## src/rtl/lc3b_types.sv

```systemverilog
// Shared types for the lc3b pipeline control slice.
package lc3b_types;

  typedef logic [2:0] lc3b_fwd_sel;

  localparam int unsigned STAGE_IF = 0;
  localparam int unsigned STAGE_ID = 1;

  // Widest register address carried in a stage record; narrower REG_W values are zero-extended.
  localparam int unsigned LC3B_DEST_W = 8;

  typedef struct packed {
    logic                   valid;
    logic [LC3B_DEST_W-1:0] dest;
    logic                   wr;
    logic                   load;
  } lc3b_pipe_rec;

  // What the pipeline does at the coming edge, in priority order.
  typedef enum logic [1:0] {
    CTRL_ADVANCE,
    CTRL_BUBBLE,
    CTRL_FLUSH,
    CTRL_FREEZE
  } lc3b_ctrl_e;

endpackage

```

## src/rtl/sat_counter.sv

```systemverilog
// Saturating up-counter, cleared by the asynchronous active-low reset.
module sat_counter #(
  parameter int unsigned CNT_W = 16
) (
  input  logic             clk,
  input  logic             rst_n,
  input  logic             inc,
  output logic [CNT_W-1:0] count
);

  // Count up on inc and hold at all-ones.
  always_ff @(posedge clk or negedge rst_n) begin
    if (!rst_n) begin
      count <= '0;
    end else if (inc && (count != '1)) begin
      count <= count + CNT_W'(1);
    end
  end

endmodule

```

## src/rtl/pipeline_ctrl.sv

```systemverilog
// Hazard / pipeline-control unit: per-stage valids, in-flight destinations,
// buffer load enables, load-use bubbles, branch flushes and forward selects.
module pipeline_ctrl
  import lc3b_types::*;
#(
  parameter int unsigned NUM_STAGES = 5,
  parameter int unsigned REG_W      = 3,
  parameter int unsigned BR_STAGE   = 3,
  parameter int unsigned FWD_EN     = 1,
  parameter int unsigned CNT_W      = 16
) (
  input  logic                  clk,
  input  logic                  rst_n,
  input  logic                  if_stall_i,
  input  logic                  mem_stall_i,
  input  logic [REG_W-1:0]      id_src1_i,
  input  logic [REG_W-1:0]      id_src2_i,
  input  logic                  id_use1_i,
  input  logic                  id_use2_i,
  input  logic [REG_W-1:0]      id_dest_i,
  input  logic                  id_wr_i,
  input  logic                  id_load_i,
  input  logic                  br_taken_i,
  output logic [NUM_STAGES-1:0] stage_load_o,
  output logic [NUM_STAGES-1:0] stage_valid_o,
  output logic                  flush_o,
  output lc3b_fwd_sel           fwd1_o,
  output lc3b_fwd_sel           fwd2_o,
  output logic [CNT_W-1:0]      stall_cnt_o,
  output logic [CNT_W-1:0]      flush_cnt_o
);

  localparam int unsigned LAST = NUM_STAGES - 1;

  logic [1:0]   front_valid;          // IF and ID valid bits
  lc3b_pipe_rec rec [2:LAST];         // records for stages 2..WB
  lc3b_pipe_rec id_rec;
  logic [LAST:2] match1, match2;
  logic          freeze, hazard, stall_inc;
  lc3b_ctrl_e    action;

  assign id_rec = '{valid: front_valid[STAGE_ID], dest: LC3B_DEST_W'(id_dest_i),
                    wr: id_wr_i, load: id_load_i};

  // A stage matches a source when it holds a valid writer of that register.
  for (genvar k = 2; k < NUM_STAGES; k++) begin : g_cmp
    assign match1[k] = rec[k].valid & rec[k].wr & (rec[k].dest == LC3B_DEST_W'(id_src1_i));
    assign match2[k] = rec[k].valid & rec[k].wr & (rec[k].dest == LC3B_DEST_W'(id_src2_i));
  end

  assign freeze    = if_stall_i | mem_stall_i;
  assign flush_o   = br_taken_i & rec[BR_STAGE].valid & ~freeze;
  assign stall_inc = freeze | (action == CTRL_BUBBLE);

  // RAW hazard seen by the instruction in ID.
  always_comb begin
    hazard = 1'b0;
    if (front_valid[STAGE_ID]) begin
      if (FWD_EN != 0) begin
        hazard = rec[2].load & ((id_use1_i & match1[2]) | (id_use2_i & match2[2]));
      end else begin
        // WB is left out: the regfile writes through to the ID read.
        for (int unsigned k = 2; k < LAST; k++) begin
          if ((id_use1_i && match1[k]) || (id_use2_i && match2[k])) hazard = 1'b1;
        end
      end
    end
  end

  // Forward select: scan from WB down so the lowest matching stage wins.
  always_comb begin
    fwd1_o = '0;
    fwd2_o = '0;
    if ((FWD_EN != 0) && front_valid[STAGE_ID] && !hazard) begin
      for (int unsigned k = LAST; k >= 2; k--) begin
        if (match1[k]) fwd1_o = lc3b_fwd_sel'(k);
        if (match2[k]) fwd2_o = lc3b_fwd_sel'(k);
      end
    end
  end

  // Resolve this cycle's action: freeze > flush > bubble > advance.
  always_comb begin
    if (freeze)       action = CTRL_FREEZE;
    else if (flush_o) action = CTRL_FLUSH;
    else if (hazard)  action = CTRL_BUBBLE;
    else              action = CTRL_ADVANCE;
  end

  // Buffer load enables; forced low while reset is asserted.
  always_comb begin
    stage_load_o = '0;
    if (rst_n) begin
      case (action)
        CTRL_FREEZE: stage_load_o = '0;
        CTRL_BUBBLE: begin
          stage_load_o           = '1;
          stage_load_o[STAGE_IF] = 1'b0;
          stage_load_o[STAGE_ID] = 1'b0;
        end
        default:     stage_load_o = '1;
      endcase
    end
  end

  // Gather valid bits from IF/ID and the stage records.
  always_comb begin
    stage_valid_o = '0;
    stage_valid_o[STAGE_IF] = front_valid[STAGE_IF];
    stage_valid_o[STAGE_ID] = front_valid[STAGE_ID];
    for (int unsigned k = 2; k < NUM_STAGES; k++) stage_valid_o[k] = rec[k].valid;
  end

  // Pipeline state: shift records according to the resolved action.
  always_ff @(posedge clk or negedge rst_n) begin
    if (!rst_n) begin
      front_valid <= '0;
      for (int unsigned k = 2; k < NUM_STAGES; k++) rec[k] <= '0;
    end else begin
      case (action)
        CTRL_FLUSH: begin
          // Stage 2 is always inside the flushed range, so it is cleared outside the loop.
          front_valid <= 2'b01;
          rec[2]      <= '0;
          for (int unsigned k = 3; k < NUM_STAGES; k++) begin
            if (k <= BR_STAGE) rec[k] <= '0;
            else               rec[k] <= rec[k-1];
          end
        end
        CTRL_BUBBLE: begin
          rec[2] <= '0;
          for (int unsigned k = 3; k < NUM_STAGES; k++) rec[k] <= rec[k-1];
        end
        CTRL_ADVANCE: begin
          front_valid <= {front_valid[STAGE_IF], 1'b1};
          rec[2]      <= id_rec;
          for (int unsigned k = 3; k < NUM_STAGES; k++) rec[k] <= rec[k-1];
        end
        default: ;
      endcase
    end
  end

  sat_counter #(.CNT_W(CNT_W)) u_stall_cnt (
    .clk   (clk),
    .rst_n (rst_n),
    .inc   (stall_inc),
    .count (stall_cnt_o)
  );

  sat_counter #(.CNT_W(CNT_W)) u_flush_cnt (
    .clk   (clk),
    .rst_n (rst_n),
    .inc   (flush_o),
    .count (flush_cnt_o)
  );

endmodule

```

## config.mk

```make
export PLATFORM = sky130hd
export DESIGN_NAME = pipeline_ctrl
export DESIGN_NICKNAME = d
export VERILOG_FILES = /design/src/rtl/lc3b_types.sv /design/src/rtl/sat_counter.sv /design/src/rtl/pipeline_ctrl.sv
export SDC_FILE = /design/constraint.sdc
export NUM_CORES = 1
export LEC_CHECK = 0
export ABC_AREA = 1
export CORE_MARGIN = 5
export CORE_UTILIZATION = 56
export DETAILED_ROUTE_END_ITERATION = 10
export PLACE_DENSITY = 0.86
export SLEW_MARGIN = 15
export SYNTH_ARGS = -nofsm -noshare
export SYNTH_HDL_FRONTEND = slang
export SYNTH_HIERARCHICAL = 1
export SYNTH_SLANG_ARGS = --single-unit
```

## constraint.sdc

```tcl
create_clock -name clk -period 5.1 [get_ports clk]
set_input_delay 1.02 -clock clk [delete_from_list [all_inputs] [get_ports clk]]
set_output_delay 1.02 -clock clk [all_outputs]
set_load 0.01 [all_outputs]
```

==> metrics.txt, run 1 <==
Seq. cell area=1251 µm²; type of origin of the critical path=input pin; Synth Cell Area=3259 µm²; Area growth syn-to-layout=23.30%; htree depth=2; HPWL Detailed=6101 µm; Tmin final=4.279 ns; Final Instance Area=4019 µm²; fill cell count=457; CTS tree=built; crit-path max FO=15; run status=complete, no violations; Detail Route Antenna Nets=0; largest net degree at the start of global routing=51; CTS Buf Count=5; I/O pins=67; Initial Util=58.47%; PostCTS Resize Cnt=0; gr usage total=22.54%; Bufs on Longest Clock Path=2; drt total wl=8262 µm; clk root buf=clkbuf_8; switching fraction of total power=35.92%; Post-Syn Instances=457; Worst EP arrival=3.26 ns; Reg clk slew, reported paths=0.09 ns; power per cell area=322.9 nW/µm²; flops & latches, synth=50; # rows=27; ant diodes=0; period utilisation layout=83.91%; CP Class=in -> out; Routed WL per cell=13.93 µm; Max Freq=233.7 MHz; drt first-iter violations=163; Seq pwr share=45.0%; die width=86.29 µm; worst skew pair latency=0.30 ns; global route overflow=0; routed vias=3155; Residual DRC=0; max-cap viol count=0; clock power share=21.4%; placed insts=585; Core ar.=5574 µm²; Die Ht=86.29 µm; initial antenna violation count=0; postcts setup bufs=0; vias per cell=5.320; Placer Congestion=0.9288; CTS sink count=50; IO Port Bufs=66; Switching Power=0.0004661 W; TNS Setup=0 ns; final-report max-slew violation count=0; die area=7446 µm²; DRT Pass-1 Iters=4; Critical Path RT=4.08 ns; worst vdd ir=309.0 µV; first-pass GRT wire length=13660 µm; fin nets=540; slew margin rel.=55.90%; total power=0.001298 W; sequential share of the synthesized area=38.39%; unrepaired setup endpoints after global routing=no; # setup viols final=0; hold_buf cts=0; leakage=1.844 nW; Non-Filler Instances=593; Final Hold Fails=0; syn avg cell area=7.132 µm²; Hold Path Class=reg -> reg; Pint=0.0008317 W; share of layout cells above drive strength 1=9.405%; vias in the first global route=3010; combinational power share=33.6%; synthesis warning total=6; area occupied by multi-input gates=1728 µm²; worst slew pin tran=0.6615 ns; post-synthesis cell type count=30; dpl cell area=3913 µm²; nature of the critical path endpoint=primary output; Setup Skew=0.005985 ns; Syn Nets=477
## worst max-delay path: stages
cell,delay (ns)
clkdlybuf4s50_1,0.40
nor2_1,0.10
buf_4,0.18
inv_1,0.22
nor2_1,0.37
nor2_1,0.13
nand3_4,0.16
nand2_1,0.06
inv_1,0.07
clkdlybuf4s50_1,0.54
## cell usage after synthesis
cell type	n	area, µm²
o21ai_1	1	5.000
nor2_2	8	50.05
nand3_1	24	120.1
buf_4	6	45.04
o21ai_2	4	35.03
dfrtp_1	50	1251
nor2_1	39	146.4
nor3_1	2	10.01
nand2_4	1	11.26
nand4_4	2	42.54
nand3_4	1	17.52
a22o_1	2	17.52
o21bai_1	1	7.510
o2111ai_1	1	8.760
xnor2_1	15	131.4
clkbuf_1	1	3.750
buf_6	4	45.04
nand3_2	1	10.01
o21ai_0	18	90.09
ha_1	2	25.02
nand4_1	12	75.07
clkbuf_8	1	13.76
a21oi_1	4	20.02
inv_2	4	15.01
o22ai_1	2	12.51
nand2_1	186	698.2
xor2_1	4	35.03
nand2_2	11	68.82
nor2_4	8	90.09
inv_1	42	157.7
## state kept, by name, indices dropped and copies added (netlist names)
| name | cells |
|---|---|
| stage_valid_o | 3 |
| u_stall_cnt/count | 16 |
| rec | 13 |
| u_flush_cnt/count | 16 |
| front_valid | 2 |
## power groups by stage
stage	clock, W	combinational, W	sequential, W
2_1_floorplan	0	0.000228	0.000590
3_3_place_gp	0	0.000420	0.000586
3_5_place_dp	0	0.000433	0.000589
4_1_cts	0.000283	0.000437	0.000582
5_1_grt	0.000295	0.000483	0.000599
6_report	0.000278	0.000436	0.000584
## logic make-up after synthesis
logic type | count (synthesis) | share of synthesized area (%)
buffers and inverters | 58 | 8.598
adders and majority gates | 2 | 0.7676
and+or+nand+nor | 295 | 41.11
DFF | 50 | 38.39
xor gates and xnor gates | 19 | 5.106
AOI/OAI and AO/OA | 33 | 6.027
## per-layer routing
| layer | share of wire (%) | GRT usage [%] |
|---|---|---|
| met1 | 43 | 29.43 |
| met2 | 50 | 37.91 |
| met3 | 5.0 | 4.373 |
| met4 | 2.0 | 6.941 |
| met5 | 0 | 0 |
## cell type report
| cell class | instances | share of cell area [%] |
|---|---|---|
| repair buffers | 68 | 16.69 |
| multi-input cells | 349 | 43.00 |
| inverters | 46 | 4.296 |
| clock buffers | 7 | 1.899 |
| flip-flops and latches | 50 | 31.13 |
| well taps | 72 | 2.242 |
| clock inverters | 1 | 0.7472 |
## cell usage in the layout (no fill, tap or decap), drive strengths merged
| cell type | netlist | final |
|---|---|---|
| clkdlybuf4s50 | 0 | 65 |
| nand4 | 14 | 14 |
| a21oi | 4 | 4 |
| bufinv | 0 | 1 |
| ha | 2 | 2 |
| o21ai | 23 | 23 |
| xnor2 | 15 | 15 |
| xor2 | 4 | 4 |
| inv | 46 | 46 |
| a22o | 2 | 2 |
| o2111ai | 1 | 1 |
| nand3 | 26 | 26 |
| nand2 | 198 | 198 |
| o22ai | 2 | 2 |
| nor2 | 55 | 55 |
| buf | 10 | 3 |
| o21bai | 1 | 1 |
| nor3 | 2 | 2 |
| dfrtp | 50 | 50 |
| clkbuf | 2 | 7 |
## stage by stage
step	hold WS (ns)	worst slack, ns	utilization [%]
after floorplan	0.4417	1.931	-
after global placement	0.4659	0.9145	70.19
after detailed placement	0.4755	0.8627	70.19
after CTS	0.4983	0.8252	72.10
after global routing	0.5241	0.5829	72.10
final	0.5077	0.8207	72.10
## path summary, 6_finish.rpt
| check | start | endpoint | slack, ns | cells past startpoint |
|---|---|---|---|---|
| worst max-delay path | mem_stall_i | stage_load_o[0] | 0.82 | 10 |
| worst min-delay path | rec[1]$_DFFE_PN0P_ | rec[1]$_DFFE_PN0P_ | 0.51 | 2 |
| worst max register to register | rec[26]$_DFFE_PN0P_ | u_stall_cnt/count[8]$_DFFE_PN0P_ | 3.17 | 12 |
| worst min register to register | rec[1]$_DFFE_PN0P_ | rec[1]$_DFFE_PN0P_ | 0.51 | 2 |
| max in group asynchronous | rst_n | u_stall_cnt/count[5]$_DFFE_PN0P_ | 3.81 | 2 |
| min in group asynchronous | rst_n | stage_valid_o[4]$_DFFE_PN0P_ | 0.84 | 2 |
Power figures use the tool's default switching activity.
==> run 2: changes to the inputs <==
--- a/config.mk
+++ b/config.mk
@@ -7,9 +7,9 @@
 export LEC_CHECK = 0
 export ABC_AREA = 1
 export CORE_MARGIN = 5
-export CORE_UTILIZATION = 56
+export CORE_UTILIZATION = 47
 export DETAILED_ROUTE_END_ITERATION = 10
-export PLACE_DENSITY = 0.86
+export PLACE_DENSITY = 0.77
 export SLEW_MARGIN = 15
 export SYNTH_ARGS = -nofsm -noshare
 export SYNTH_HDL_FRONTEND = slang
==> constraint.sdc (replaced) <==
create_clock -name clk -period 3.9 [get_ports clk]
set_input_delay 0.78 -clock clk [delete_from_list [all_inputs] [get_ports clk]]
set_output_delay 0.78 -clock clk [all_outputs]
set_load 0.01 [all_outputs]
==> run 2 against run 1 <==
Compared with the run above: via count decreased by 1.2%; global-route usage decreased by 3.3 points; combinational power is 30% higher; core utilization is 13 points lower; die area grew 17%; first-iteration DRC count is 9.2% lower; largest power group unchanged; highest routed layer unchanged.
==> metrics.txt, run 2 (same netlist as run 1, synthesis figures left out) <==
run status=complete, no violations; worst vdd ir=341.7 µV (+11%); Die Ht=93.28 µm (+8.1%); hold_buf cts=0 (unchanged); Largest regs=u_flush_cnt/count x16, u_stall_cnt/count x16, rec x13; Non-Filler Instances=602 (+1.5%); Max Freq=289.1 MHz; htree depth=2 (unchanged); drt total wl=8185 µm (-0.93%); nature of the critical path endpoint=primary output; Setup Skew=0.006278 ns (+0.0002928 ns); crit-path max FO=6 (-9); TNS Setup=0 ns (unchanged); I/O pins=67 (unchanged); IO Port Bufs=66 (unchanged); Detail Route Antenna Nets=0 (unchanged); placed insts=595 (+1.7%); Setup Slack @ Placement=0.4537 ns (-0.4090 ns); R2R Path Start=rec[26]$_DFFE_PN0P_; first-pass GRT wire length=13500 µm (-1.2%); unrepaired setup endpoints after global routing=no; period utilisation layout=88.68%; Bufs on Longest Clock Path=2 (unchanged); power per cell area=404.1 nW/µm² (+25%); Setup WS post-layout=0.4414 ns (-0.3793 ns); Core ar.=6756 µm² (+21%); Endpoint, Worst Hold=rec[1]$_DFFE_PN0P_; vias in the first global route=2937 (-2.4%); Area growth syn-to-layout=23.26% (about the same); FF-to-FF End=u_stall_cnt/count[7]$_DFFE_PN0P_; CP peak stage delay=0.56 ns (+0.02 ns); # rows=30 (+11%); worst slew pin tran=0.6382 ns (-0.02335 ns); Residual DRC=0 (unchanged); fill cell count=626 (+37%); routed vias=3116 (-1.2%); Final Instance Area=4018 µm² (about the same); CTS sink count=50 (unchanged); Reg clk slew, reported paths=0.09 ns (about the same); Critical Path RT=3.12 ns (-0.96 ns); HPWL Detailed=6159 µm (+0.95%); CTS Buf Count=5 (unchanged); Initial Util=48.24% (-10 points); DRT Pass-1 Iters=4 (unchanged); ant diodes=0 (unchanged); postcts setup bufs=0 (unchanged); PostCTS Resize Cnt=0 (unchanged); worst hold start=rec[1]$_DFFE_PN0P_; Hold Path Class=reg -> reg; Final Hold Fails=0 (unchanged); fin nets=542 (+0.37%); max-cap viol count=0 (unchanged); leakage=1.839 nW (-0.29%); initial antenna violation count=0 (unchanged); worst skew pair latency=0.30 ns (about the same); Worst EP arrival=2.68 ns (-0.58 ns); # setup viols final=0 (unchanged); CP Class=in -> out; gr usage total=19.28% (-3.3 points); largest net degree at the start of global routing=51 (unchanged); CTS tree=built; slew margin rel.=57.45% (+1.6 points); share of layout cells above drive strength 1=9.770% (+0.37 points); slowest CP cell=clkdlybuf4s50_1; commonest non-fill, non-tap cell in the layout=nand2_1; die area=8700 µm² (+17%); die width=93.28 µm (+8.1%); Crit path max-delay family=buffers and inverters; Hold Path Cell Cnt=2 (unchanged); worst path bufs/invs=3 (-2); Placer Congestion=0.8729 (-6.0%); dpl cell area=3938 µm² (+0.64%); fin util=59.46% (-13 points); drt first-iter violations=148 (-9.2%); commonest cells after routing, fill and taps aside=nand2_1 (186), clkdlybuf4s50_1 (65), dfrtp_1 (50), inv_1 (42), nor2_1 (39); vias per cell=5.176 (-2.7%); FF-to-FF setup slack=2.01 ns (-1.16 ns); final-report max-slew violation count=0 (unchanged); Tmin final=3.459 ns; Routed WL per cell=13.60 µm (-2.4%); clk root buf=clkbuf_8; CP cell instances=clkdlybuf4s50_1, inv_1, nor2_1, nor2_1, nand3_2, nand2_2, nand2_1, nand2_2, a21oi_1, clkdlybuf4s50_1; global route overflow=0 (unchanged); R2R cell count=11 (-1); type of origin of the critical path=input pin
[run 2: per-stage QoR]
stage,hold WS [ns],power (W)
2_1_floorplan,0.4417,0.001070
3_3_place_gp,0.4845,0.001319
3_5_place_dp,0.4859,0.001339
4_1_cts,0.5104,0.001640
5_1_grt,0.5552,0.001743
6_report,0.5117,0.001624
[run 2: routing by layer]
layer  wire length, µm  share of wire, %  GRT usage, %
met5                 0                 0             0
met4               140               1.7         5.861
met2              3984                49         33.29
met3               454               5.5         4.666
met1              3606                44         23.66
[run 2: how the worst max path moves through the flow]
stage	startpoint	depth (start not counted)	endpoint
final	id_src1_i[0]	10	fwd2_o[1]
after global routing	id_src2_i[2]	10	fwd2_o[2]
after CTS	id_src1_i[0]	10	fwd2_o[1]
after detailed placement	id_src1_i[0]	10	fwd2_o[1]
after global placement	id_src2_i[2]	10	fwd2_o[1]
after floorplan	mem_stall_i	8	stage_load_o[1]
[run 2: layout make-up]
cell class	instances	area, µm²	share of cell area (%)
clock inverter	1	7.507	0.1869
timing repair buffer	70	685.7	17.07
multi-input combinational	349	1728	43.01
tap	80	100.1	2.491
clock buffer	6	72.57	1.806
inverter	46	172.7	4.298
sequential	50	1251	31.14
[run 2: power breakdown]
part	leakage [nW]	total, W	internal (W)	switching, W
clock	0.0373	0.000293	0.000123	0.000170
sequential	0.630	0.000764	0.000618	0.000146
combinational	1.17	0.000566	0.000278	0.000288
[run 2: tightest hold or removal path, delay by kind of cell, from the launching register on]
| family | cells | cell delay [ns] |
|---|---|---|
| and+or+nand+nor | 2 | 0.11 |
| DFF | 1 | 0.38 |
